==> config.mk <==
export PLATFORM = sky130hd
export DESIGN_NAME = free_release_dlk
export DESIGN_NICKNAME = d
export VERILOG_FILES = /design/src/rtl/free_release_dlk.sv
export SDC_FILE = /design/constraint.sdc
export NUM_CORES = 1
export LEC_CHECK = 0
export ABC_AREA = 1
export CAP_MARGIN = 20
export CORE_MARGIN = 2
export CORE_UTILIZATION = 60
export CTS_CLUSTER_SIZE = 14
export DETAILED_ROUTE_END_ITERATION = 10
export GPL_ROUTABILITY_DRIVEN = 0
export PLACE_DENSITY = 0.95
export RECOVER_POWER = 100
export SLEW_MARGIN = 0
export SYNTH_ARGS = -nofsm -noshare
export SYNTH_HDL_FRONTEND = slang
export SYNTH_SLANG_ARGS = --single-unit
==> constraint.sdc <==
create_clock -name clk_i -period 6.1 [get_ports clk_i]
set_input_delay 1.22 -clock clk_i [delete_from_list [all_inputs] [get_ports clk_i]]
set_output_delay 1.22 -clock clk_i [all_outputs]
set_load 0.005 [all_outputs]
==> src/rtl/free_release_dlk.sv <==
// free_release_dlk: release engine for the allocation-tracking table. Queues free requests, scans the
// table for the freed base address, strobes a clear on the lowest match or flags a double/invalid free.
// Optional statistics (max_scan_o tracking) are built only when DLK_FREE_STATS_EN is defined.
module free_release_dlk #(
  parameter int SIZE       = 32,
  parameter int FIFO_DEPTH = 4,
  parameter int IDX_W      = $clog2(SIZE)
) (
  input  logic             clk_i,
  input  logic             rst_ni,
  input  logic             rst_us,
  input  logic             free_valid_i,
  input  logic [31:0]      free_addr_i,
  output logic             free_ready_o,
  output logic [IDX_W-1:0] tbl_idx_o,
  input  logic [31:0]      tbl_data_i,
  output logic             tbl_clear_o,
  output logic [IDX_W-1:0] tbl_clear_idx_o,
  output logic             busy_o,
  output logic             double_free_o,
  output logic [31:0]      double_free_addr_o,
  output logic [15:0]      free_count_o,
  output logic [IDX_W:0]   max_scan_o
);

  localparam int PTR_W  = $clog2(FIFO_DEPTH);
  localparam int CNT_W  = PTR_W + 1;
  localparam int SCAN_W = IDX_W + 1;

  localparam logic [1:0] ST_IDLE     = 2'd0;
  localparam logic [1:0] ST_SCAN     = 2'd1;
  localparam logic [1:0] ST_CLEAR    = 2'd2;
  localparam logic [1:0] ST_NOTFOUND = 2'd3;

  localparam logic [IDX_W-1:0] IDX_ZERO = {IDX_W{1'b0}};
  localparam logic [IDX_W-1:0] IDX_ONE  = IDX_W'(1);
  localparam logic [IDX_W-1:0] IDX_LAST = IDX_W'(SIZE - 1);
  localparam logic [PTR_W-1:0] PTR_ONE  = PTR_W'(1);
  localparam logic [CNT_W-1:0] CNT_ZERO = {CNT_W{1'b0}};
  localparam logic [CNT_W-1:0] CNT_ONE  = CNT_W'(1);
  localparam logic [CNT_W-1:0] CNT_FULL = CNT_W'(FIFO_DEPTH);

  logic              srst_s;
  logic              push_s;
  logic              pop_s;
  logic              hit_s;
  logic              miss_s;

  logic [31:0]       fifo_mem_q [FIFO_DEPTH];
  logic [31:0]       fifo_mem_d [FIFO_DEPTH];
  logic [PTR_W-1:0]  wr_ptr_q, wr_ptr_d;
  logic [PTR_W-1:0]  rd_ptr_q, rd_ptr_d;
  logic [CNT_W-1:0]  fifo_cnt_q, fifo_cnt_d;

  logic [1:0]        state_q, state_d;
  logic [IDX_W-1:0]  idx_q, idx_d;
  logic [31:0]       cur_addr_q, cur_addr_d;
  logic [IDX_W-1:0]  clear_idx_q, clear_idx_d;
  logic              clear_stb_q, clear_stb_d;
  logic              dbl_q, dbl_d;
  logic [31:0]       dbl_addr_q, dbl_addr_d;
  logic [15:0]       count_q, count_d;

  assign srst_s = ~rst_ni | rst_us;

  // Null frees are acknowledged but never enter the queue.
  assign free_ready_o = (fifo_cnt_q != CNT_FULL);
  assign push_s       = free_valid_i & free_ready_o & (free_addr_i != 32'h0000_0000);
  assign pop_s        = (state_q == ST_IDLE) & (fifo_cnt_q != CNT_ZERO);
  assign hit_s        = (state_q == ST_SCAN) & (tbl_data_i == cur_addr_q);
  assign miss_s       = (state_q == ST_SCAN) & ~hit_s & (idx_q == IDX_LAST);

  // Pending-request queue: write/read pointers and occupancy.
  always_comb begin
    for (int i = 0; i < FIFO_DEPTH; i++) begin
      fifo_mem_d[i] = fifo_mem_q[i];
    end
    wr_ptr_d = wr_ptr_q;
    rd_ptr_d = rd_ptr_q;
    if (push_s) begin
      fifo_mem_d[wr_ptr_q] = free_addr_i;
      wr_ptr_d             = wr_ptr_q + PTR_ONE;
    end else begin
      wr_ptr_d = wr_ptr_q;
    end
    if (pop_s) begin
      rd_ptr_d = rd_ptr_q + PTR_ONE;
    end else begin
      rd_ptr_d = rd_ptr_q;
    end
    case ({push_s, pop_s})
      2'b10:   fifo_cnt_d = fifo_cnt_q + CNT_ONE;
      2'b01:   fifo_cnt_d = fifo_cnt_q - CNT_ONE;
      default: fifo_cnt_d = fifo_cnt_q;
    endcase
  end

  // Scan sequencer; idx returns to zero whenever SCAN is left so tbl_idx_o idles at 0.
  always_comb begin
    state_d     = state_q;
    idx_d       = idx_q;
    cur_addr_d  = cur_addr_q;
    clear_idx_d = clear_idx_q;
    clear_stb_d = 1'b0;
    case (state_q)
      ST_IDLE: begin
        idx_d = IDX_ZERO;
        if (pop_s) begin
          cur_addr_d = fifo_mem_q[rd_ptr_q];
          state_d    = ST_SCAN;
        end else begin
          state_d = ST_IDLE;
        end
      end
      ST_SCAN: begin
        if (hit_s) begin
          clear_idx_d = idx_q;
          clear_stb_d = 1'b1;
          idx_d       = IDX_ZERO;
          state_d     = ST_CLEAR;
        end else if (miss_s) begin
          idx_d   = IDX_ZERO;
          state_d = ST_NOTFOUND;
        end else begin
          idx_d   = idx_q + IDX_ONE;
          state_d = ST_SCAN;
        end
      end
      ST_CLEAR:    state_d = ST_IDLE;
      ST_NOTFOUND: state_d = ST_IDLE;
      default: begin
        idx_d   = IDX_ZERO;
        state_d = ST_IDLE;
      end
    endcase
  end

  // Release counter (saturating) and sticky first-failure capture.
  always_comb begin
    count_d    = count_q;
    dbl_d      = dbl_q;
    dbl_addr_d = dbl_addr_q;
    if ((state_q == ST_CLEAR) && (count_q != 16'hFFFF)) begin
      count_d = count_q + 16'h0001;
    end else begin
      count_d = count_q;
    end
    if ((state_q == ST_NOTFOUND) && !dbl_q) begin
      dbl_d      = 1'b1;
      dbl_addr_d = cur_addr_q;
    end else begin
      dbl_d      = dbl_q;
      dbl_addr_d = dbl_addr_q;
    end
  end

  // Register update; either reset source clears everything and aborts a scan.
  always_ff @(posedge clk_i) begin
    if (srst_s) begin
      for (int i = 0; i < FIFO_DEPTH; i++) begin
        fifo_mem_q[i] <= 32'h0000_0000;
      end
      wr_ptr_q    <= {PTR_W{1'b0}};
      rd_ptr_q    <= {PTR_W{1'b0}};
      fifo_cnt_q  <= CNT_ZERO;
      state_q     <= ST_IDLE;
      idx_q       <= IDX_ZERO;
      cur_addr_q  <= 32'h0000_0000;
      clear_idx_q <= IDX_ZERO;
      clear_stb_q <= 1'b0;
      dbl_q       <= 1'b0;
      dbl_addr_q  <= 32'h0000_0000;
      count_q     <= 16'h0000;
    end else begin
      for (int i = 0; i < FIFO_DEPTH; i++) begin
        fifo_mem_q[i] <= fifo_mem_d[i];
      end
      wr_ptr_q    <= wr_ptr_d;
      rd_ptr_q    <= rd_ptr_d;
      fifo_cnt_q  <= fifo_cnt_d;
      state_q     <= state_d;
      idx_q       <= idx_d;
      cur_addr_q  <= cur_addr_d;
      clear_idx_q <= clear_idx_d;
      clear_stb_q <= clear_stb_d;
      dbl_q       <= dbl_d;
      dbl_addr_q  <= dbl_addr_d;
      count_q     <= count_d;
    end
  end

  assign tbl_idx_o          = idx_q;
  assign tbl_clear_o        = clear_stb_q;
  assign tbl_clear_idx_o    = clear_idx_q;
  assign busy_o             = (state_q != ST_IDLE) | (fifo_cnt_q != CNT_ZERO);
  assign double_free_o      = dbl_q;
  assign double_free_addr_o = dbl_addr_q;
  assign free_count_o       = count_q;

`ifdef DLK_FREE_STATS_EN
  localparam logic [SCAN_W-1:0] SCAN_ONE  = SCAN_W'(1);
  localparam logic [SCAN_W-1:0] SCAN_SIZE = SCAN_W'(SIZE);

  logic [SCAN_W-1:0] scan_len_s;
  logic [SCAN_W-1:0] max_scan_q, max_scan_d;

  // Entries compared by the scan ending this cycle, folded into the running maximum.
  always_comb begin
    if (hit_s) begin
      scan_len_s = {1'b0, idx_q} + SCAN_ONE;
    end else begin
      scan_len_s = SCAN_SIZE;
    end
    if ((hit_s | miss_s) && (scan_len_s > max_scan_q)) begin
      max_scan_d = scan_len_s;
    end else begin
      max_scan_d = max_scan_q;
    end
  end

  // Statistics register, cleared by either reset.
  always_ff @(posedge clk_i) begin
    if (srst_s) begin
      max_scan_q <= {SCAN_W{1'b0}};
    end else begin
      max_scan_q <= max_scan_d;
    end
  end

  assign max_scan_o = max_scan_q;
`else
  assign max_scan_o = {SCAN_W{1'b0}};
`endif

endmodule

# After elaboration in Yosys (flattened, before gate mapping)

Memories as Yosys holds them, arrays and structs flattened. A register that Yosys moved wholly into a read port is not among the register bits.
Index checks and enable logic that the tools add are counted.

Bits in registers: 69
Memory bits (writable): 128
Input bits: 68
Output and inout bits: 68
Word-level logic and storage cells: 78
Memories kept: 1

$add $sub $neg: 6
$lt $le $gt $ge: 2
Equality and inequality tests: 9
Muxes and demuxes: 20
Bitwise gates (word level): 16
Reductions and logical operators: 14

Memory list:

| name       | words | bits a word | read ports | clocked after memory_dff | write ports | line | RTL |
|---|---|---|---|---|---|---|---|
| fifo_mem_q | 4     | 32          | 5          | 1                        | 4           | 49   | `logic [31:0] fifo_mem_q [FIFO_DEPTH];` |

Operators by type and width:

| operator                | number |
|---|---|
| $mux W32                | 5 |
| $bwmux W128             | 1 |
| $mux W128               | 1 |
| $demux W32 S2           | 1 |
| $eq A32 B32 Y1          | 1 |
| $reduce_bool A32 Y1     | 1 |
| $add A16 B1 Y16 const B | 1 |
| $ne A16 B16 Y1 const B  | 1 |
| $mux W5                 | 2 |
| $pmux W5 S2             | 1 |
| $and A1 B1 Y1           | 6 |
| $eq A2 B2 Y1 const B    | 3 |
| $or A1 B1 Y1            | 6 |
| $pmux W2 S3             | 1 |
| $pmux W3 S2             | 1 |
| $reduce_bool A2 Y1      | 3 |
| $add A5 B1 Y5 const B   | 1 |
| $eq A5 B5 Y1 const B    | 1 |
| $mux W1                 | 5 |
| $add A2 B1 Y2 const B   | 2 |
| $eq A2 B1 Y1 const B    | 2 |
| $mux W2                 | 2 |
| $reduce_and A2 Y1       | 2 |
| $reduce_or A2 Y1        | 2 |
| other kinds (11)        | 15 |

# Longest topological paths before layout

Gate-level depths: netlist (run 1).

Depth after elaboration: 8
Depth in mapped cells: 12

# Least setup slack after synthesis (run 1)

Ideal clock, no wire load.

Kind: in2reg
From: input free_addr_i[13]
To: register fifo_cnt_q[2]
Setup time: 122 ps
Arrival: 2701 ps
Setup slack: 3277 ps
Stages: 12
Cells stage by stage: nor2_1 nand2_1 nor2_1 nand4_2 nand2_4 ha_1 inv_1 fa_1 a21oi_1 o21ai_0 o21ai_0 a21oi_1

Longest elaborated chain between the ends: 4
Elaborated cells between the ends (all ways): 6
Those cells by class: 2 x eq/ne; 1 x mux; 1 x bitwise; 2 x reduce/logical

RTL lines:

| element                                                  | line | RTL |
|---|---|---|
| start, declared                                          | 13   | `input logic [31:0] free_addr_i,` |
| $reduce_bool A32 Y1 *                                    | 68   | `assign push_s = free_valid_i & free_ready_o & (free_addr_i != 32'h0000_0000);` |
| $and A1 B1 Y1 *                                          | 68   |  |
| $eq A2 B1 Y1 / $eq A2 B2 Y1 (equally long branches)      | 91   | `case ({push_s, pop_s})` |
| $pmux W3 S2 / $reduce_bool A2 Y1 (equally long branches) | --   |  |
| end signal, assigned                                     | 180  | `fifo_cnt_q <= fifo_cnt_d;` |
| end, declared                                            | 53   | `logic [CNT_W-1:0] fifo_cnt_q, fifo_cnt_d;` |

Mark *: on every way between the ends. The rest lies on a longest branch, timed or not.
A chain may end at the register's enable or synchronous reset.

==> results.json, run 1 <==
{
  "hold_ws_ps": 459,
  "num-nets-final": 1553,
  "grt_max_degree": 133,
  "dr_total_vias": 10200,
  "gr-max-usage-layer": "met2",
  "drt.antenna.violating_nets": 0,
  "clock_tree.root_cell": "clkbuf_16",
  "crit_end_category": "flip-flop",
  "groute.layer.met3.usage": 0.0629,
  "min_period_ps": 4270,
  "die-width_um": 136,
  "die_area_um2": 18400,
  "power.density_cell_area_nw_per_um2": 276,
  "skew_ps": 10.4,
  "worst_ep_required_time_ps": 6520,
  "status": "complete, but fails checks",
  "criticalPathCategory": "primary input to flip-flop",
  "critical_path_buf_inv_count": 2,
  "vdd_drop_max_uv": 175,
  "synth_seq_area_share": 0.441,
  "post-route-drc-count": 0,
  "cts-buffers-inserted": 22,
  "gr-usage-all-layers": 0.306,
  "placeableCoreArea_um2": 17100,
  "rsz0062_at_grt": "no",
  "wl_per_cell_um": 17.0,
  "n_antenna_cell": 0,
  "die_height_um": 136,
  "tns_ps": 0,
  "maximum_buffer_depth_of_the_clock_tree": 3,
  "achievable-frequency_mhz": 234,
  "crit_family": "simple AND/OR/NAND/NOR gates",
  "drive_gt1_frac": 0.0369,
  "post_synth.cell_area_avg_um2": 7.33,
  "worst_hold_path_type": "flip-flop to flip-flop",
  "yosysWarnings": 0,
  "initial_antenna_violation_count": 0,
  "cts.hold.buffers_added": 0,
  "fp-row-count": 48,
  "via_per_inst": 5.95,
  "total_switching_power_mw": 0.789,
  "ys_seq_elements": 229,
  "syn_area_um2": 10400,
  "start_util": 0.607,
  "overflow": 0,
  "post_cts.resized_instances": 0,
  "dp_hpwl_um": 17100,
  "timing.critical_path.cells": "dlygate4sd3_1 > nor2_1 > nand2_1 > nor2_1 > nand4_1 > nand2_1 > inv_8 > nand2_1 > nand2_1 > a21oi_1",
  "io_pins": 136,
  "timing_max_transition_violations_final": 0,
  "power.share.clock": 0.448,
  "first_global_vias": 9369,
  "drt_first_iter_violations": 1361,
  "met1_usage": 0.380,
  "global_route_wire_length_before_repair_um": 45500,
  "cp_slowest_stage_delay_ps": 1150,
  "max_cap_viol_count": 1,
  "clkLatencyLatePin_ps": 510,
  "layout_worst_path_cycle_share": 0.700,
  "area.growth.synth_to_final_pct": 16.6,
  "fill_cells": 1248,
  "hold_viol_final": 0,
  "post_synth_inst_count": 1418,
  "drt_wl_total_um": 29100,
  "worst-endpoint-arrival_ps": 4690,
  "crit_slowest_cell": "nand2_1",
  "power.total_mw": 3.34,
  "leakage_power_nw": 4.17,
  "drt_pass1_iterations": 8,
  "worst_margin_slew_ps": 1470,
  "clock_tree_from_tritoncts": "done",
  "cts_post_setup_buffers_inserted": 0,
  "cts-htree-levels": 1,
  "globalRouteMet2Util": 0.511,
  "critPathMostFrequentCell": "nand2_1",
  "netSwitchingFraction": 0.236,
  "synth_unique_cells": 37,
  "clock_sink_count": 229,
  "cp_max_fo": 132,
  "p_seq_frac": 0.463,
  "slew_headroom": 0.0177,
  "violations_in_the_final_reports": "max-capacitance violations",
  "finalSetupViolations": 0,
  "clock_pin_slew_reported_for_the_worst_setup_and_hold_paths_after_clock_tree_synthesis_ps": 60,
  "port_buffers": 129,
  "power_frac_comb": 0.089,
  "critPathLaunchType": "primary input",
  "internal_power_mw": 2.55
}
==> worst reg2reg max path, cell delays in order (launching register included) <==
cell and delay [ps]:
dfxtp_1 360, inv_2 70, nand3_1 160, and2_2 190, nand2_1 200, inv_8 570
nand2_1 1070, nand2_1 370, a21oi_1 120
==> power groups by stage <==
stage | Combinational (mW) | Sequential (mW) | Clock, mW
floorplan | 0.211 | 1.57 | 0
global placement | 0.282 | 1.58 | 0
finish | 0.297 | 1.55 | 1.50
CTS | 0.294 | 1.55 | 1.50
detailed placement | 0.290 | 1.58 | 0
global route | 0.322 | 1.55 | 1.56
==> sequential cells by signal (all words and copies together) (netlist names) <==
signal	flops
cur_addr_q	32
double_free_addr_o	32
double_free_o	1
fifo_cnt_q	3
fifo_mem_q	128
free_count_o	16
rd_ptr_q	2
state_q	2
tbl_clear_idx_o	5
tbl_clear_o	1
tbl_idx_o	5
wr_ptr_q	2
==> logic make-up (layout without fill, tap and decap cells) <==
logic type	count (synthesis)	in the layout	synth area share
buf+inv	237	306	0.114
compound gates	407	407	0.201
fa+ha+maj	9	9	0.0116
simple gates	512	512	0.212
other cells	1	6	0.000361
flops	229	229	0.441
xor+xnor	23	23	0.0194
==> final timing paths <==
check                            to         startpoint  slack [ps]  cells past startpoint
setup / recovery  fifo_mem_q[2][18]    free_addr_i[22]        1830                     10
hold / removal    fifo_mem_q[2][27]  fifo_mem_q[2][27]         460                      2
setup reg to reg  fifo_mem_q[2][18]      fifo_cnt_q[1]        2820                      8
hold reg to reg   fifo_mem_q[2][27]  fifo_mem_q[2][27]         460                      2
==> placed cells by master, fill, tap and decap left out, drive strengths merged, types with 6 or more instances in the layout <==
cell type,synthesis,final
o21ai,144,144
conb,1,6
nor2,106,106
clkdlybuf4s50,0,65
a31oi,32,32
nand4,8,8
ha,8,8
a21oi,225,225
clkbuf,58,36
buf,50,8
nand3,148,148
xnor2,21,21
dfxtp,229,229
dlygate4sd3,0,64
inv,127,126
nand2,241,241
==> area by class of cell <==
type	instances	area, µm²	share of cell area
inverter	129	493	0.0407
clock buffer	36	714	0.0590
timing repair buffer	137	1350	0.112
clock inverter	4	95.1	0.00785
tap	225	282	0.0232
multi-input combinational	957	4600	0.379
sequential	229	4580	0.378
==> routing by layer <==
metal	wire, µm	vias to the layer above
li1	-	4796
met1	10900	4695
met2	13800	616
met3	3330	111
met4	1060	0
met5	0	-
==> through the flow <==
stage          cell area [µm²]   util  worst slack (ps)  cells
6_report                 12100  0.708              1830   1717
5_1_grt                  12100  0.708              1670   1717
4_1_cts                  12200  0.711              2870   1717
3_5_place_dp             11400  0.664              2370   1677
3_3_place_gp             11400  0.664              2480   1677
2_1_floorplan            10400      -              3280   1423
==> synth_stat cells <==
master	count	area (µm²)
fa_1	1	20.0
dfxtp_1	229	4580
nand4_2	1	12.5
a21oi_2	1	8.76
buf_6	3	33.8
and3_1	1	6.26
nor3_1	5	25.0
a21boi_0	1	7.51
nand2_4	5	56.3
o22ai_1	2	12.5
buf_12	11	220
or2_2	1	6.26
nor2_1	105	394
clkinv_1	2	7.51
nor2_2	1	6.26
inv_2	2	7.51
xor2_1	2	17.5
o21ai_0	144	721
ha_1	8	100
conb_1	1	3.75
buf_2	15	75.1
a31oi_1	32	200
nand3_1	146	731
nor3b_2	1	12.5
o31ai_1	2	15.0
buf_4	18	135
a21oi_1	224	1120
clkbuf_1	58	218
nand3_2	2	20.0
inv_1	124	465
buf_1	3	11.3
nand2_1	236	886
o21bai_1	1	7.51
inv_8	1	11.3
nand4_1	7	43.8
xnor2_1	21	184
and2_2	1	7.51
(Power assumes the default switching activity.)
==> inputs of run 2 (changes only) <==
--- a/config.mk
+++ b/config.mk
@@ -8,11 +8,11 @@
 export ABC_AREA = 1
 export CAP_MARGIN = 20
 export CORE_MARGIN = 2
-export CORE_UTILIZATION = 60
+export CORE_UTILIZATION = 50
 export CTS_CLUSTER_SIZE = 14
 export DETAILED_ROUTE_END_ITERATION = 10
 export GPL_ROUTABILITY_DRIVEN = 0
-export PLACE_DENSITY = 0.95
+export PLACE_DENSITY = 0.86
 export RECOVER_POWER = 100
 export SLEW_MARGIN = 0
 export SYNTH_ARGS = -nofsm -noshare
==> constraint.sdc (replaced) <==
create_clock -name clk_i -period 3.45 [get_ports clk_i]
set_input_delay 0.69 -clock clk_i [delete_from_list [all_inputs] [get_ports clk_i]]
set_output_delay 0.69 -clock clk_i [all_outputs]
set_load 0.005 [all_outputs]
==> results.json, run 2 (synthesized netlist as in run 1, its figures left out) <==
{
  "critPathLaunchType": "primary input",
  "netSwitchingFraction": 0.236,
  "setup_slack_ps": 565,
  "drt.antenna.violating_nets": 0,
  "dr_total_vias": 9748,
  "worst-endpoint-arrival_ps": 3300,
  "cp_max_fo": 34,
  "p_seq_frac": 0.462,
  "layout_common_cells": "236 x nand2_1, 229 x dfxtp_1, 225 x a21oi_1",
  "maximum_buffer_depth_of_the_clock_tree": 3,
  "total_switching_power_mw": 1.40,
  "start_util": 0.512,
  "slew_headroom": -0.0971,
  "die_area_um2": 22000,
  "worst_hold_path.endpoint": "fifo_mem_q[3][20]",
  "rsz0062_at_grt": "no",
  "mostFrequentLayoutCell": "nand2_1",
  "dp_hpwl_um": 17700,
  "crit-reg2reg-launch": "fifo_cnt_q[1]",
  "cts_post_setup_buffers_inserted": 0,
  "die_height_um": 148,
  "clock_tree.root_cell": "clkbuf_16",
  "global_route_wire_length_before_repair_um": 43800,
  "initial_antenna_violation_count": 0,
  "detailedPlace.worstSlack_ps": 356,
  "cts-buffers-inserted": 24,
  "drt_pass1_iterations": 5,
  "die-width_um": 148,
  "drt_first_iter_violations": 828,
  "hp-start": "fifo_mem_q[3][20]",
  "wl_per_cell_um": 15.7,
  "worst_ep_required_time_ps": 3870,
  "registers.top_by_ff_count": "fifo_mem_q",
  "globalRouteMet2Util": 0.407,
  "port_buffers": 129,
  "drive_gt1_frac": 0.0446,
  "io_pins": 136,
  "placeableCoreArea_um2": 20300,
  "worst_margin_slew_ps": 1650,
  "clock_pin_slew_reported_for_the_worst_setup_and_hold_paths_after_clock_tree_synthesis_ps": 60,
  "met1_usage": 0.331,
  "hold_viol_final": 0,
  "max_reg_flops": 128,
  "leakage_power_nw": 4.26,
  "clkLatencyLatePin_ps": 510,
  "rrSetupSlack_ps": 1090,
  "power_frac_comb": 0.089,
  "n_antenna_cell": 0,
  "cts-htree-levels": 1,
  "post-route-drc-count": 0,
  "cts.hold.buffers_added": 0,
  "timing_max_transition_violations_final": 91,
  "achievable-frequency_mhz": 347,
  "fp-row-count": 52,
  "skew_ps": 18.2,
  "gr-usage-all-layers": 0.244,
  "drt_wl_total_um": 27900,
  "rr_worst_depth": 8,
  "final_cell_area_excluding_filler_cells_um2": 12300,
  "num-nets-final": 1562,
  "layout_worst_path_cycle_share": 0.836,
  "placedInstanceArea_um2": 11500,
  "overflow": 0,
  "worst_hold_path_type": "flip-flop to flip-flop",
  "status": "complete, but fails checks",
  "finalSetupViolations": 0,
  "crit_end_category": "flip-flop",
  "internal_power_mw": 4.53,
  "first_global_vias": 8703,
  "power.share.clock": 0.450,
  "via_per_inst": 5.50,
  "groute.layer.met3.usage": 0.0365,
  "vdd_drop_max_uv": 406,
  "criticalPathCategory": "primary input to flip-flop",
  "tns_ps": 0,
  "post_cts.resized_instances": 0,
  "area.growth.synth_to_final_pct": 18.5,
  "min_period_ps": 2890,
  "power.density_cell_area_nw_per_um2": 481,
  "clock_tree_from_tritoncts": "done",
  "clock_sink_count": 229,
  "timing.hold.worst_path_depth": 2,
  "grt_max_degree": 93,
  "worst_r2r_endpoint": "fifo_mem_q[1][28]",
  "gr-max-usage-layer": "met2",
  "violations_in_the_final_reports": "max-capacitance violations, max-slew violations",
  "max_cap_viol_count": 1
}
[run 2: changes by cell type in the layout (fill, tap and decap cells not counted), sizes merged]
cell and delta:
buf +4, bufinv -1, clkbuf +6
[run 2: worst max path at each step]
| stage | slack, ps | cells after the start | start | to |
|---|---|---|---|---|
| floorplan | 1160 | 12 | free_addr_i[13] | fifo_cnt_q[2] |
| global placement | 420 | 13 | free_addr_i[21] | fifo_cnt_q[2] |
| detailed placement | 360 | 13 | free_addr_i[13] | fifo_cnt_q[2] |
| CTS | 890 | 13 | free_addr_i[13] | fifo_cnt_q[2] |
| global route | 360 | 7 | rst_ni | tbl_idx_o[4] |
| finish | 560 | 7 | rst_ni | tbl_idx_o[3] |
[run 2: power by group through the flow]
stage	Combinational [mW]	Sequential, mW	Clock, mW
finish	0.526	2.74	2.66
global route	0.579	2.74	2.80
CTS	0.520	2.73	2.68
detailed placement	0.516	2.79	0
global placement	0.503	2.79	0
floorplan	0.373	2.77	0
[run 2: cell type report]
cell class	count	area, µm²
Clock buffer	39	758
Timing Repair Buffer	144	1430
Fill cell	1765	7980
Sequential cell	229	4580
Multi-Input combinational cell	957	4650
Tap cell	270	338
Inverter	129	493
Clock inverter	3	65.1
[run 2: stage by stage]
step | instances | hold slack [ps] | utilization | power [mW]
after floorplan | 1423 | 436 | - | 3.15
after global placement | 1727 | 444 | 0.565 | 3.29
after detailed placement | 1727 | 449 | 0.565 | 3.31
after CTS | 1769 | 458 | 0.605 | 5.94
after global routing | 1771 | 474 | 0.607 | 6.12
final | 1771 | 455 | 0.607 | 5.93
[run 2: critical path, stage by stage]
cell and delay (ps):
dlygate4sd3_1 520, inv_1 60, nor2_4 90, clkinvlp_2 980
nor2_1 670, nand3_1 140, o22ai_1 150
[run 2: per-layer routing]
metal | vias up | part of all wire
met5 | - | 0
met4 | 0 | 0.021
met3 | 52 | 0.081
met2 | 395 | 0.46
met1 | 4488 | 0.43
li1 | 4813 | -
==> inputs of run 3 (changes only) <==
--- a/config.mk
+++ b/config.mk
@@ -8,11 +8,11 @@
 export ABC_AREA = 1
 export CAP_MARGIN = 20
 export CORE_MARGIN = 2
-export CORE_UTILIZATION = 50
+export CORE_UTILIZATION = 55
 export CTS_CLUSTER_SIZE = 14
 export DETAILED_ROUTE_END_ITERATION = 10
 export GPL_ROUTABILITY_DRIVEN = 0
-export PLACE_DENSITY = 0.86
+export PLACE_DENSITY = 0.9
 export RECOVER_POWER = 100
 export SLEW_MARGIN = 0
 export SYNTH_ARGS = -nofsm -noshare
==> constraint.sdc (replaced) <==
create_clock -name clk_i -period 3 [get_ports clk_i]
set_input_delay 0.6 -clock clk_i [delete_from_list [all_inputs] [get_ports clk_i]]
set_output_delay 0.6 -clock clk_i [all_outputs]
set_load 0.005 [all_outputs]
==> results.json, run 3 (synthesized netlist as in run 1, its figures left out) <==
{
  "status": "finished, final reports clean",
  "maximum_buffer_depth_of_the_clock_tree": 3,
  "post_cts.resized_instances": 0,
  "finalSetupViolations": 0,
  "detailedPlace.worstSlack_ps": 70.0,
  "crit_end_category": "flip-flop",
  "setup_slack_ps": 390,
  "via_per_inst": 5.85,
  "die_height_um": 141,
  "port_buffers": 129,
  "clock_sink_count": 229,
  "overflow": 0,
  "max_cap_viol_count": 0,
  "gr-usage-all-layers": 0.289,
  "worst_ep_required_time_ps": 3400,
  "drt_wl_total_um": 29900,
  "cts_post_setup_buffers_inserted": 0,
  "io_pins": 136,
  "start_util": 0.558,
  "die-width_um": 141,
  "power.total_mw": 6.68,
  "area.growth.synth_to_final_pct": 20.5,
  "clock_pin_slew_reported_for_the_worst_setup_and_hold_paths_after_clock_tree_synthesis_ps": 60,
  "achievable-frequency_mhz": 383,
  "rsz0062_at_grt": "no",
  "layout_worst_path_cycle_share": 0.870,
  "clock_tree.root_cell": "clkbuf_16",
  "vdd_drop_max_uv": 374,
  "min_period_ps": 2610,
  "layout_common_cells": "236 x nand2_1, 228 x dfxtp_1, 225 x a21oi_1",
  "worst-endpoint-arrival_ps": 3010,
  "slew_headroom": 0.223,
  "worst_margin_slew_ps": 1160,
  "wl_per_cell_um": 16.9,
  "max_reg_flops": 128,
  "finalCoreUtilization": 0.672,
  "met1_usage": 0.356,
  "global_route_wire_length_before_repair_um": 47600,
  "gr-max-usage-layer": "met2",
  "drive_gt1_frac": 0.0652,
  "final-instance-count-excl-fill": 1768,
  "dr_total_vias": 10300,
  "initial_antenna_violation_count": 0,
  "grt_max_degree": 137,
  "cts-buffers-inserted": 23,
  "die_area_um2": 20000,
  "cts-htree-levels": 1,
  "timing_max_transition_violations_final": 0,
  "drt_pass1_iterations": 6,
  "dp_hpwl_um": 18500,
  "post-route-drc-count": 0,
  "skew_ps": 12.9,
  "clock_tree_from_tritoncts": "done",
  "groute.layer.met3.usage": 0.0550,
  "cts.hold.buffers_added": 0,
  "drt_first_iter_violations": 1069,
  "place.detailed.instances": 1729,
  "power.density_cell_area_nw_per_um2": 534,
  "criticalPathCategory": "primary input to flip-flop",
  "placeableCoreArea_um2": 18600,
  "worst_hold_path_type": "flip-flop to flip-flop",
  "drt.antenna.violating_nets": 0,
  "critPathLaunchType": "primary input",
  "globalRouteMet2Util": 0.494,
  "mostFrequentLayoutCell": "nand2_1",
  "registers.top_by_ff_count": "fifo_mem_q",
  "leakage_power_nw": 4.43,
  "hold_viol_final": 0,
  "n_antenna_cell": 0,
  "first_global_vias": 9761,
  "clkLatencyLatePin_ps": 510,
  "cp_max_fo": 5,
  "fp-row-count": 50,
  "tns_ps": 0,
  "num-nets-final": 1598
}
run 3: cell count changes in the layout (fill, tap and decap cells not counted), moves of 2 or more:
cell and delta:
buf_12 +4, clkbuf_2 -2, clkbuf_8 -3, clkbuf_16 -2, buf_4 +32, clkinv_2 +3
run 3: per-layer routing:
metal,part of all wire,vias to the layer above
li1,-,4890
met1,0.39,4764
met2,0.47,598
met3,0.11,94
met4,0.033,0
met5,0,-
run 3: report_power, final:
group          internal [mW]  switching, mW  total [mW]
Clock                   1.69           1.17        2.87
Combinational          0.255          0.413       0.668
Sequential              3.10         0.0521        3.15
run 3: cell type report:
cell class | count | area [µm²]
clock buffers | 32 | 659
clock inverters | 6 | 83.8
fillers | 1453 | 6120
inverters | 129 | 493
multi-input cells | 957 | 4630
flip-flops and latches | 229 | 4590
well taps | 234 | 293
repair buffers | 181 | 1770
run 3: worst paths after layout:
kind                startpoint                end  slack [ps]  cells after the start
max             free_addr_i[2]      fifo_cnt_q[2]         390                     14
min          fifo_mem_q[3][15]  fifo_mem_q[3][15]         460                      2
max reg2reg      fifo_cnt_q[0]      fifo_cnt_q[2]         820                     11
min reg2reg  fifo_mem_q[3][15]  fifo_mem_q[3][15]         460                      2
run 3: through the flow:
stage               hold slack, ps  cell area [µm²]
floorplan                      436            10400
global placement               443            11800
detailed placement             447            11800
CTS                            456            12500
global route                   472            12500
finish                         456            12500
run 3: worst max-delay path, stage by stage:
cell and delay, ps:
dlygate4sd3_1 610, nor2_1 180, nand2_1 70, nor2_1 120
buf_4 130, nand4_2 120, nand2_4 100, ha_1 150
inv_1 60, fa_1 370, a21oi_1 160, o21ai_0 120
o21ai_0 150, a21oi_1 60
==> RTL edit 1, RTL diff (settings of run 2) <==
`FIFO_DEPTH`: 4 -> 2.
--- a/src/rtl/free_release_dlk.sv
+++ b/src/rtl/free_release_dlk.sv
@@ -4,5 +4,5 @@
 module free_release_dlk #(
   parameter int SIZE       = 32,
-  parameter int FIFO_DEPTH = 4,
+  parameter int FIFO_DEPTH = 2,
   parameter int IDX_W      = $clog2(SIZE)
 ) (
Behaviour: not the same (Yosys sat finds a counterexample within 4 cycles, from zero or initial values).
==> RTL edit 1 against run 2 <==
  * The flow finishes with violations (capacitance limit)
  * Setup slack improved by 84 ps
  * Via count fell by 29%
  * Core utilization rose by 3.2 points
  * Sequential cell count fell by 67
  * Cell area fell by 26%
  * Total power fell by 31%
  * Synthesized area fell by 30%
  * Routed wire length fell by 33%
  * Critical path type unchanged
  * Critical endpoint is now fifo_mem_q[1][12]
  * Largest power group unchanged
  * Highest routed layer unchanged
==> RTL edit 1: results (changes against run 2) <==
| Metric | Value |
|---|---|
| Number of max-cap violations | 1 (unchanged) |
| Worst hold slack | 475 ps (+20.3 ps) |
| Post-Layout Cell Count | 1383 (-22%) |
| Port Buffers | 129 (unchanged) |
| Number of different library cells in the post-synthesis netlist | 31 (-16%) |
| Critical R2R Launch | free_count_o[0] |
| Maximum count of clock buffers along a single path | 2 (-1) |
| Number of buffers created by CTS | 17 (-29%) |
| Asr flop ratio synth | 0% (unchanged) |
| Worst clock skew on the final layout | 11.4 ps (-6.87 ps) |
| Number of global-route vias before repair | 6436 (-26%) |
| Worst hold path type | flip-flop to flip-flop |
| Hold path endpoint | cur_addr_q[20] |
| Filler instances | 1236 (-30%) |
| Register name with the most flops | fifo_mem_q |
| Worst Hold Path Cells | 2 (unchanged) |
| Max FFs per register | 64 (-50%) |
| Worst flop-to-flop path endpoint | free_count_o[8] |
| Detailed Routing Iterations Pass 1 | 5 (unchanged) |
| Cell types with the highest counts after synthesis | sky130_fd_sc_hd__nand2_1, sky130_fd_sc_hd__nor2_1, sky130_fd_sc_hd__dfxtp_1, sky130_fd_sc_hd__inv_1, sky130_fd_sc_hd__o21ai_0 |
| Diode count | 0 (unchanged) |
| Most common flop cell mapped by yosys | sky130_fd_sc_hd__dfxtp_1 |
| Violated checks | capacitance limit |
| Post-CTS Setup Repair Bufs | 0 (unchanged) |
| Register area share after synthesis | 44.5% (+0.35 points) |
| Clock insertion delay at the later pin of the skew report | 430 ps (-80 ps) |
| Total track usage | 24.2% (-0.20 points) |
| Maximum number of pins on one net before global-route repair | 82 (-12%) |
| Post-detailed-routing wire length | 18600 um (-33%) |
| Cell chosen for the clock root | sky130_fd_sc_hd__clkbuf_16 |
| Highest ir drop seen on vdd | 0.375 mV (-7.7%) |
| Largest stage delay on the critical path | 610 ps (-370 ps) |
| Worst Path Arrival | 3130 ps (-170 ps) |
| Post_cts resized | 0 (unchanged) |
| R2r setup slk | 1090 ps (about the same) |
| DP Wirelength | 12600 um (-29%) |
| Number of levels the H-tree was split into | 4 (+3) |
| Share of cells above drive strength 1 | 3.67% (-0.79 points) |
| Synthesis Warnings | 0 (unchanged) |
| Number of cells traversed by the worst register-to-register path | 10 (+2) |
| Top area cells in the synthesized netlist | sky130_fd_sc_hd__dfxtp_1, sky130_fd_sc_hd__nand2_1, sky130_fd_sc_hd__nor2_1 |
| Result of the run | complete, but fails checks |
| First-pass GRT wire length | 30600 um (-30%) |
| 1st-iter DRT viols | 584 (-29%) |
| Hold path startpoint | fifo_mem_q[0][20] |
| Cell count after synthesis | 1081 (-24%) |
| Initial antenna violation count | 0 (unchanged) |
| Critical-path top delay cell | sky130_fd_sc_hd__nand3_1 |
| Pleak | 3.99 nW (-6.4%) |
| Number of nets in the layout | 1258 (-19%) |
| Remaining max-slew budget at the tightest pin | 0.153% (+9.9 points) |
| Clock transition at the registers of the reported paths | 60 ps (about the same) |
| Maximum fanout count along the critical path | 43 (+26%) |
| Vias/cell | 5.02 (-8.8%) |
| Top delay family on crit path | simple AND/OR/NAND/NOR gates |
## RTL edit 1: worst min-delay path: stages (launching register included)
cell and delay [ps]:
sky130_fd_sc_hd__dfxtp_1 310, sky130_fd_sc_hd__nand2_1 60, sky130_fd_sc_hd__a31oi_1 70
## RTL edit 1: area by class of cell
class                           instances  area (um^2)  area share [%]
Clock inverter                         11         87.6           0.954
Clock buffer                           21          460            5.02
Timing Repair Buffer                  139         1390            15.2
Tap cell                              184          230            2.51
Multi-Input combinational cell        753         3340            36.4
Sequential cell                       162         3240            35.3
Inverter                              113          424            4.62
## RTL edit 1: metal layers
| metal | global-route usage [%] | share of wire (%) | up-vias |
|---|---|---|---|
| met5 | 0 | 0 | - |
| met4 | 9.58 | 2.4 | 0 |
| met3 | 4.55 | 5.8 | 34 |
| met2 | 40.1 | 48 | 202 |
| met1 | 31.0 | 43 | 3175 |
| li1 | - | - | 3532 |
## RTL edit 1: cells by family after synthesis
kind of cell               Yosys count  share of synthesized area [%]
DFF                                162                           44.5
buffers and inverters              171                           9.79
other                                1                         0.0514
and+or+nand+nor                    572                           31.0
AOI/OAI and AO/OA                  138                           10.1
adders and majority gates            4                          0.686
xor gates and xnor gates            33                           3.96
## RTL edit 1: worst max-delay path by stage
stage,slack [ps],start,end,cells past startpoint
after floorplan,1470,free_addr_i[29],fifo_cnt_q[1],10
after global placement,770,free_addr_i[13],fifo_mem_q[1][0],11
after detailed placement,700,free_addr_i[13],fifo_cnt_q[1],12
after CTS,1130,free_addr_i[13],fifo_cnt_q[1],12
after global routing,470,rst_us,cur_addr_q[19],5
final,650,free_addr_i[29],fifo_mem_q[1][12],10
## RTL edit 1: power by group
group | leakage (nW) | internal, mW | total, mW | switching, mW
Combinational | 2.40 | 0.162 | 0.377 | 0.214
Clock | 0.280 | 1.02 | 1.77 | 0.745
Sequential | 1.31 | 1.92 | 1.95 | 0.0349
## RTL edit 1: stage by stage
step	total power [mW]	cell area, um^2	util (%)	setup slack, ps
after floorplan	2.22	7310	-	1470
after detailed placement	2.37	8650	60.2	704
after global routing	4.24	9180	63.9	469
final	4.09	9180	63.9	648
after global placement	2.36	8650	60.2	774
after CTS	4.11	9190	64.0	1130
==> RTL edit 2, RTL diff (settings of run 2) <==
Without the edit above. Put one more register stage on the output `free_count_o`, with the module's reset. The value now appears one clock later. The other outputs are not delayed to match.
--- a/src/rtl/free_release_dlk.sv
+++ b/src/rtl/free_release_dlk.sv
@@ -196,5 +196,11 @@
   assign double_free_o      = dbl_q;
   assign double_free_addr_o = dbl_addr_q;
-  assign free_count_o       = count_q;
+  always_ff @(posedge clk_i) begin
+    if (srst_s) begin
+      free_count_o <= '0;
+    end else begin
+      free_count_o <= count_q;
+    end
+  end
 
 `ifdef DLK_FREE_STATS_EN
Function: changed (Yosys sat finds a counterexample within 10 cycles, from zero or initial values).
==> RTL edit 2 against run 2 <==
  * The flow still finishes with violations (capacitance limit, slew limit)
  * Sequential cell count increased by 16
  * Cell area increased by 4.3%
  * Count of clock-buffer cells in the layout decreased by 2
  * Total power increased by 7.4%
  * Routed wire length increased by 4.6%
  * Clock power increased by 9.4%
  * Largest power group unchanged
  * Synthesized area increased by 3.6%
  * Highest routed layer unchanged
  * Largest cell class is now sequential cells
  * Setup slack improved by 41 ps
  * Critical path type unchanged
  * Register-to-register slack got worse by 210 ps
==> RTL edit 2: results (changes against run 2) <==
| Metric | Value |
|---|---|
| Cell count after synthesis | 1451 (+2.3%) |
| Largest stage delay on the critical path | 660 ps (-320 ps) |
| Share of cells above drive strength 1 | 5.13% (+0.67 points) |
| Placement Setup Slack | 355 ps (-0.636 ps) |
| Highest ir drop seen on vdd | 0.360 mV (-11%) |
| Number of buffers created by CTS | 26 (+8.3%) |
| Cell types with the highest counts after synthesis | sky130_fd_sc_hd__dfxtp_1, sky130_fd_sc_hd__nand2_1, sky130_fd_sc_hd__a21oi_1, sky130_fd_sc_hd__nand3_1, sky130_fd_sc_hd__o21ai_0 |
| Worst Path Arrival | 3330 ps (+30 ps) |
| Critical-path top delay cell | sky130_fd_sc_hd__nand2_2 |
| WL met1 | 12500 um (+2.8%) |
| R2r setup slk | 880 ps (-210 ps) |
| Vias/cell | 5.53 (+0.39%) |
| Maximum fanout count along the critical path | 70 (+110%) |
| Clock insertion delay at the later pin of the skew report | 550 ps (+40 ps) |
| Number of global-route vias before repair | 9106 (+4.6%) |
| Number of different library cells in the post-synthesis netlist | 36 (-2.7%) |
| Net switching power | 1.56 mW (+11%) |
| Count of pins over their slew limit | 42 (-54%) |
| Top area cells in the synthesized netlist | sky130_fd_sc_hd__dfxtp_1, sky130_fd_sc_hd__a21oi_1, sky130_fd_sc_hd__nand2_1 |
| Result of the run | complete, but fails checks |
| Cell count after placement | 1767 (+2.3%) |
| Number of max-cap violations | 1 (unchanged) |
| Violated checks | capacitance limit, slew limit |
| Filler instances | 1793 (+1.6%) |
| Met2 routed WL | 13100 um (+1.2%) |
| Post-detailed-routing wire length | 29100 um (+4.6%) |
| Register area share after synthesis | 45.5% (+1.4 points) |
| Worst clock skew on the final layout | 25.9 ps (+7.61 ps) |
| Total met3 wirelength after detailed routing | 2810 um (+24%) |
| Maximum number of pins on one net before global-route repair | 77 (-17%) |
==> RTL edit 2: changes by cell type in the layout (fill, tap and decap cells not counted), moves of 4 or more <==
cell                       before  now
sky130_fd_sc_hd__nor2_1       105  134
sky130_fd_sc_hd__dfxtp_1      229  245
sky130_fd_sc_hd__xor2_1         2   12
sky130_fd_sc_hd__a21oi_1      225  217
sky130_fd_sc_hd__nand2_1      236  230
sky130_fd_sc_hd__a21oi_2        0    5
sky130_fd_sc_hd__buf_4          9   14
sky130_fd_sc_hd__xnor2_1       21   26
sky130_fd_sc_hd__clkinv_2       1    5
sky130_fd_sc_hd__inv_1        123  119
sky130_fd_sc_hd__nand2_4        5    1
sky130_fd_sc_hd__nand4_1        7    3
==> RTL edit 2: power by group through the flow <==
stage               combinational (mW)  sequential [mW]  clock (mW)
floorplan                        0.355             2.96           0
global placement                 0.506             2.98           0
detailed placement               0.522             2.99           0
CTS                              0.528             2.92        2.93
global route                     0.580             2.93        3.05
finish                           0.529             2.93        2.91
==> RTL edit 2: kinds of logic (layout without fill, tap and decap cells) <==
logic type / Yosys count / count (layout) / synth area share (%)
other: 1 / 6 / 0.0348
AND/OR/NAND/NOR: 526 / 526 / 20.9
flip-flops: 245 / 245 / 45.5
XOR/XNOR: 38 / 38 / 3.09
buffers and inverters: 233 / 317 / 10.0
adder cells (fa/ha/maj): 9 / 9 / 1.12
AO/OA/AOI/OAI: 399 / 399 / 19.3
==> RTL edit 2: cell type report <==
class | count | area, um^2 | area share, %
Tap cell | 275 | 344 | 2.68
Sequential cell | 245 | 4900 | 38.2
Timing Repair Buffer | 147 | 1450 | 11.3
Clock inverter | 10 | 139 | 1.08
Inverter | 123 | 469 | 3.65
Clock buffer | 37 | 782 | 6.09
Multi-Input combinational cell | 978 | 4760 | 37.0
==> RTL edit 2: metrics by stage <==
| stage | total power, mW | area [um^2] | hold WS, ps |
|---|---|---|---|
| 2_1_floorplan | 3.32 | 10800 | 436 |
| 3_3_place_gp | 3.49 | 12000 | 445 |
| 3_5_place_dp | 3.51 | 12000 | 449 |
| 4_1_cts | 6.38 | 12900 | 458 |
| 5_1_grt | 6.56 | 12800 | 468 |
| 6_report | 6.36 | 12800 | 458 |
==> RTL edit 2: final timing paths <==
path / startpoint / end / cells after the start
worst max-delay path: free_addr_i[11] / fifo_mem_q[0][0] / 10
worst min-delay path: fifo_mem_q[0][18] / fifo_mem_q[0][18] / 2
worst max register to register: count_q[0] / count_q[4] / 9
worst min register to register: fifo_mem_q[0][18] / fifo_mem_q[0][18] / 2
==> RTL edit 2: per-layer routing <==
layer  vias to the layer above  global-route usage [%]
met4                         0                    8.27
met3                        68                    5.73
met5                         -                       0
met2                       495                    39.8
li1                       4912                       -
met1                      4554                    33.5
